===== src/rtl/sysid_check_pkg.sv =====
// rtl/sysid_check_pkg.sv - shared types and helpers for the system-ID boot checker
package sysid_check_pkg;

  typedef enum logic [2:0] {
    BOOT    = 3'd0,
    IDLE    = 3'd1,
    ID_REQ  = 3'd2,
    ID_WAIT = 3'd3,
    TS_REQ  = 3'd4,
    TS_WAIT = 3'd5,
    FINISH  = 3'd6
  } state_e;

  localparam logic ADDR_ID = 1'b0;
  localparam logic ADDR_TS = 1'b1;

  // Bits needed to hold 0..n-1; never less than one.
  function automatic int cnt_width(input int n);
    int w;
    w = 1;
    for (int i = 1; i < 31; i++) begin
      if ((1 << i) < n) w = i + 1;
    end
    return w;
  endfunction

endpackage


===== src/rtl/sysid_timeout_counter.sv =====
// rtl/sysid_timeout_counter.sv - per-read cycle counter, expires on its LIMIT-th cycle
module sysid_timeout_counter
  import sysid_check_pkg::*;
#(
  parameter int LIMIT = 256
) (
  input  logic clk_i,
  input  logic rst_i,
  input  logic clear_i,
  input  logic enable_i,
  output logic expired_o
);

  localparam int CW = cnt_width(LIMIT);
  localparam logic [CW-1:0] LAST = CW'(LIMIT - 1);

  logic [CW-1:0] cnt_q, cnt_d;

  assign expired_o = (cnt_q == LAST);

  always_comb begin
    cnt_d = cnt_q;
    if (clear_i) begin
      cnt_d = '0;
    end else if (enable_i && !expired_o) begin
      cnt_d = cnt_q + 1'b1;
    end
  end

  always_ff @(posedge clk_i or posedge rst_i) begin
    if (rst_i) begin
      cnt_q <= '0;
    end else begin
      cnt_q <= cnt_d;
    end
  end

endmodule


===== config.mk =====
export PLATFORM = sky130hd
export DESIGN_NAME = sysid_timeout_counter
export DESIGN_NICKNAME = d
export VERILOG_FILES = /design/src/rtl/sysid_check_pkg.sv /design/src/rtl/sysid_timeout_counter.sv
export SDC_FILE = /design/constraint.sdc
export NUM_CORES = 1
export LEC_CHECK = 0
export CORE_AREA = 4 4 41 43
export DETAILED_ROUTE_END_ITERATION = 8
export DIE_AREA = 0 0 45 47
export PLACE_DENSITY_LB_ADDON = 0.1
export SYNTH_ARGS = -nofsm -noshare
export SYNTH_HDL_FRONTEND = slang
export SYNTH_SLANG_ARGS = --single-unit

===== constraint.sdc =====
create_clock -name clk_i -period 1.7 [get_ports clk_i]
set_input_delay 0.17 -clock clk_i [delete_from_list [all_inputs] [get_ports clk_i]]
set_output_delay 0.17 -clock clk_i [all_outputs]
set_load 0.05 [all_outputs]

==> qor.txt <==
Final Critical Period - 1.61 ns
Layout cells sized above 1 - 25.5%
Inserted Diodes - 0
Global route overflow - 0
PortBufs - 4
Largest net degree at the start of global routing - 12
Final-stage net count - 62
Placed cell count - 66
Ys Warns - 0
Reg2reg end - cnt_q[0]
Met2 Use GR - 20.6%
Routability congestion estimate - 0.762
Sw Ratio - 23.0%
DRC viols - 0
CTS tree - done
FP Rows - 13
Via density - 5.54
Sw power - 0.0892 mW
Mapped Cells - 48
Final worst setup slack - 0.0936 ns
Int Pwr - 0.298 mW
Max-slew violation count - 0
Combinational share of power - 11.0%
Seq/Total Area, Yosys - 40.7%
Reg2reg start - cnt_q[1]
Max reg flops - 8
Met1 GRT Util - 12.0%
TritonRoute pass-1 iters - 4
H-tree depth - 1
Post-synth ARST share - 100%
Initial drt markers - 6
CP max FO - 6
Post-Syn Area - 492 um2
Detail Route Antenna Nets - 0
Critical path data required time - 1.53 ns
EDFF count, synth - 0
Final Skew - 0.00406 ns
Worst-Margin Slew - 0.356 ns
Crit share post-route - 94.5%
Vias in the first global route - 412
Post-Route WL - 1040 um
Global-route wire length before repair - 1700 um
Clk buf depth - 2
Top reg by flops - cnt_q
Flop-to-flop setup slack - 0.25 ns
Run status - finished, final reports clean
Die Span Y - 47 um
CTS Buf Count - 3
Library cells used by synthesis - 26
Vias post-DR - 388
Layout Cells excl Fill - 70
Core area - 1300 um2
Root buffer cell - clkbuf_4
Seq pwr share - 51.4%
Top-Level Pins - 5
Crit end category - output port
GR Util met3 - 2.30%
Worst vdd ir - 0.266 mV
Area Growth Syn to Fin - 18.6%
Avg Cell Area, Syn - 10.2 um2
Worst slew margin - 76.2%
Worst-Skew Late Latency - 0.25 ns
CTS clock-pin slew for the worst setup and hold paths - 0.06 ns
Clock sinks - 8
Setup tns final - 0 ns
Largest regs - cnt_q x8
Clock group share of total power - 37.6%
Pwr/cell area - 665 nW/um2
Grt peak-use layer - met2
Startpoint types - flop
Path depth of the worst reg2reg path - 4
DR WL/cell - 14.8 um
Final hold vios - 0
RSZ-0062 raised after global routing - no
Initial antenna violation count - 0
GRT Resource Usage Total - 11.7%
Die Area - 2120 um2
Worst Path Arrival - 1.44 ns
Initial Utilization - 37.8%
Place WS - 0.151 ns
Final setup vio count - 0
Min-Delay Path Class - in2async
Critical path class - reg2out
Post-synth top flop - dfrtp_1
Die Span X - 45 um
Syn Nets - 53
Max Clk Rate - 623 MHz
Static Leak - 0.248 nW
Max-cap violation count - 0
Hpwl dp - 779 um
Yosys reg bits - 8
[cell usage after synthesis, drive strengths merged, types with 3 or more instances]
| cell | instances | area share (%) |
|---|---|---|
| dfrtp | 8 | 41 |
| a21oi | 3 | 3.8 |
| nor2 | 3 | 2.3 |
| nor2b | 3 | 3.8 |
[per-layer routing]
layer / up-vias / routed length (um)
met4: 0 / 6
met2: 4 / 570
li1: 194 / -
met3: 2 / 27
met1: 188 / 434
met5: - / 0
[area by class of cell]
| type | instances | area (um2) |
|---|---|---|
| inverters | 1 | 3.75 |
| multi-input cells | 36 | 265 |
| well taps | 15 | 18.8 |
| clock buffers | 3 | 22.5 |
| flip-flops and latches | 8 | 200 |
| repair buffers | 7 | 72.6 |
| fillers | 142 | 718 |
[critical path: stages (launching register included)]
cell     delay [ns]
dfrtp_1        0.40
ha_1           0.21
and3_4         0.21
and2_2         0.21
buf_12         0.15
[layout by cell type (no fill, tap or decap)]
cell type / instances
and3_4: 1
inv_1: 1
and2_2: 1
mux2i_1: 1
clkbuf_4: 3
nand2b_1: 2
nand2_1: 1
nand3_1: 2
a21boi_2: 1
nor3b_1: 2
ha_1: 1
and3_1: 1
a41oi_1: 2
mux2_4: 2
nor3_1: 2
nor2b_1: 3
a21oi_1: 2
and4_2: 1
buf_4: 3
buf_12: 1
a31oi_1: 2
a211oi_1: 2
nand4_1: 2
dfrtp_1: 8
a21oi_2: 1
clkdlybuf4s50_1: 3
nor2_1: 3
a311oi_1: 1
[worst max path at each step]
stage / from / end / slack (ns) / cells past startpoint
CTS: cnt_q[1] / expired_o / 0.02 / 4
floorplan: cnt_q[0] / cnt_q[0] / 0.11 / 5
global placement: cnt_q[0] / cnt_q[0] / 0.20 / 4
global route: cnt_q[1] / expired_o / 0.04 / 4
finish: cnt_q[1] / expired_o / 0.09 / 4
detailed placement: cnt_q[0] / cnt_q[0] / 0.15 / 4
[stage by stage]
stage,hold slack (ns),power [mW],cell area [um2],util [%]
6_report,0.159,0.387,583,44.8
4_1_cts,0.166,0.394,578,44.4
2_1_floorplan,-0.0143,0.226,492,-
5_1_grt,0.180,0.414,583,44.8
3_3_place_gp,0.438,0.240,547,42.0
3_5_place_dp,0.441,0.242,547,42.0
[power groups by stage]
stage | Sequential, mW | Combinational (mW) | Clock (mW)
floorplan | 0.202 | 0.0234 | 0
global placement | 0.203 | 0.0368 | 0
detailed placement | 0.204 | 0.0380 | 0
CTS | 0.199 | 0.0428 | 0.152
global route | 0.199 | 0.0476 | 0.167
finish | 0.199 | 0.0426 | 0.146
[cell families after synthesis]
logic type | share of synthesized area (%)
compound gates | 17.0
buf+inv | 6.61
mux | 8.14
fa+ha+maj | 2.54
flops | 40.7
simple gates | 24.9
[what timing repair did]
item | in CTS | in global routing
hold buffers | 0 | 0
setup buffers | 1 | 0
gates cloned | 0 | 0
gates resized for setup | 1 | 2
hold endpoints to repair | 0 | 0
setup endpoints to repair | 1 | 1
(Power assumes the default switching activity.)
==> variant (same flow settings) <==
`LIMIT`: 256 -> 512.
--- a/src/rtl/sysid_timeout_counter.sv
+++ b/src/rtl/sysid_timeout_counter.sv
@@ -2,7 +2,7 @@
 module sysid_timeout_counter
   import sysid_check_pkg::*;
 #(
-  parameter int LIMIT = 256
+  parameter int LIMIT = 512
 ) (
   input  logic clk_i,
   input  logic rst_i,
Formal check against the unedited RTL: same outputs for any inputs over 10 cycles, from zero or initial values and one cycle with rst_i high; that may be too few to reach the edited logic, so the function may still have changed.
==> variant against the original RTL <==
The flow now finishes with violations (setup timing). Routed wire length is 2.8% lower. Final area is 12% higher. Final cell count is 10% higher. Via count is 8.0% higher. Total power is 11% higher. Sequential power is 12% higher. Area after synthesis is 5.1% lower. Sequential share of layout area is 0.21 points higher. Count of clock-buffer cells in the layout is 1 higher. Global-route usage is 1.1 points higher. Combinational power is 3% higher. Sequential cell count is 1 higher. Non-clock buffer count is 6 higher. Worst setup slack worse by 0.11 ns. Largest cell class unchanged.
==> variant: results (changes against the original RTL) <==
{
  "outcome": {"value": "finished with violations", "change": "was completed"},
  "failed_checks": {"value": "setup timing"},
  "detail_route.vias_per_cell": {"value": 5.442, "change": "was 5.543"},
  "global_route.usage.total": {"value": 0.1279, "change": "was 0.1169"},
  "synth_sequential_area_ratio": {"value": 0.4826, "change": "was 0.4071"},
  "p_comb": {"value": 0.0437, "unit": "mW", "change": "was 0.0426 mW"},
  "post_synth_most_frequent_cells": {"value": "9 x dfrtp_1, 5 x a21oi_1, 5 x nor2_1", "change": "was 8 x dfrtp_1, 3 x nor2_1, 3 x nor2b_1"},
  "placement_cell_area": {"value": 610.6, "unit": "um^2", "change": "was 546.8 um^2"},
  "critical_path.slowest_cell": {"value": "or4_4", "change": "was dfrtp_1"},
  "finalClockSkew": {"value": 0.006017, "unit": "ns", "change": "was 0.004063 ns"},
  "syn-mean-instance-area": {"value": 9.930, "unit": "um^2", "change": "was 10.24 um^2"},
  "r2r.worst_path.cells": {"value": 7, "change": "was 4"},
  "gp_congestion": {"value": 0.7510, "change": "was 0.7618"},
  "post_route_cells_drive_above_1_share": {"value": 0.3387, "change": "was 0.2545"},
  "cpPeakStageDelay": {"value": 0.52, "unit": "ns", "change": "was 0.40 ns"},
  "routed_wirelength": {"value": 1009, "unit": "um", "change": "was 1038 um"},
  "setup_slack": {"value": -0.02021, "unit": "ns", "change": "was 0.09362 ns"},
  "grt_pass1_vias": {"value": 448, "change": "was 412"},
  "power.total": {"value": 0.4292, "unit": "mW", "change": "was 0.3875 mW"},
  "timing.critical_path.arrival": {"value": 1.91, "unit": "ns", "change": "was 1.44 ns"},
  "setup_viol": {"value": 1, "change": "was 0"},
  "fin_worst_hold_slack": {"value": 0.1614, "unit": "ns", "change": "was 0.1586 ns"},
  "dpl.cell_count": {"value": 72, "change": "was 66"},
  "synth.lib_cells_used.distinct": {"value": 20, "change": "was 26"},
  "synth.top_cells.by_area": {"value": "dfrtp_1 48%, a21oi_1 5.4%, ha_1 5.4%", "change": "was dfrtp_1 41%, mux2_4 6.1%, nor2b_1 3.8%"}
}
-- variant: repair_timing --
action / 4_1_cts / 5_1_grt
setup buffers: 0 / 1
setup endpoints to repair: 0 / 4
resized for setup: 0 / 2
hold buffers: 0 / 0
-- variant: final cells by class --
type / count / area, um^2
Sequential cell: 9 / 225.2
Clock buffer: 4 / 26.28
Fill cell: 123 / 649.4
Tap cell: 15 / 18.77
Multi-Input combinational cell: 34 / 256.5
Inverter: 2 / 7.507
Timing Repair Buffer: 13 / 117.6
-- variant: cell families after synthesis --
family | count (synthesis) | share of synthesized area
xor gates and xnor gates | 2 | 0.03754
adders and majority gates | 2 | 0.05361
buffers and inverters | 4 | 0.04825
muxes | 2 | 0.04290
AOI/OAI and AO/OA | 10 | 0.1179
and+or+nand+nor | 18 | 0.2172
DFF | 9 | 0.4826
-- variant: routing by layer --
metal,vias to the layer above,routed length (um),track usage
met5,-,0,0
met4,0,25,0.09357
met3,6,54,0.05747
met2,14,508,0.2119
met1,199,421,0.1271
li1,200,-,-
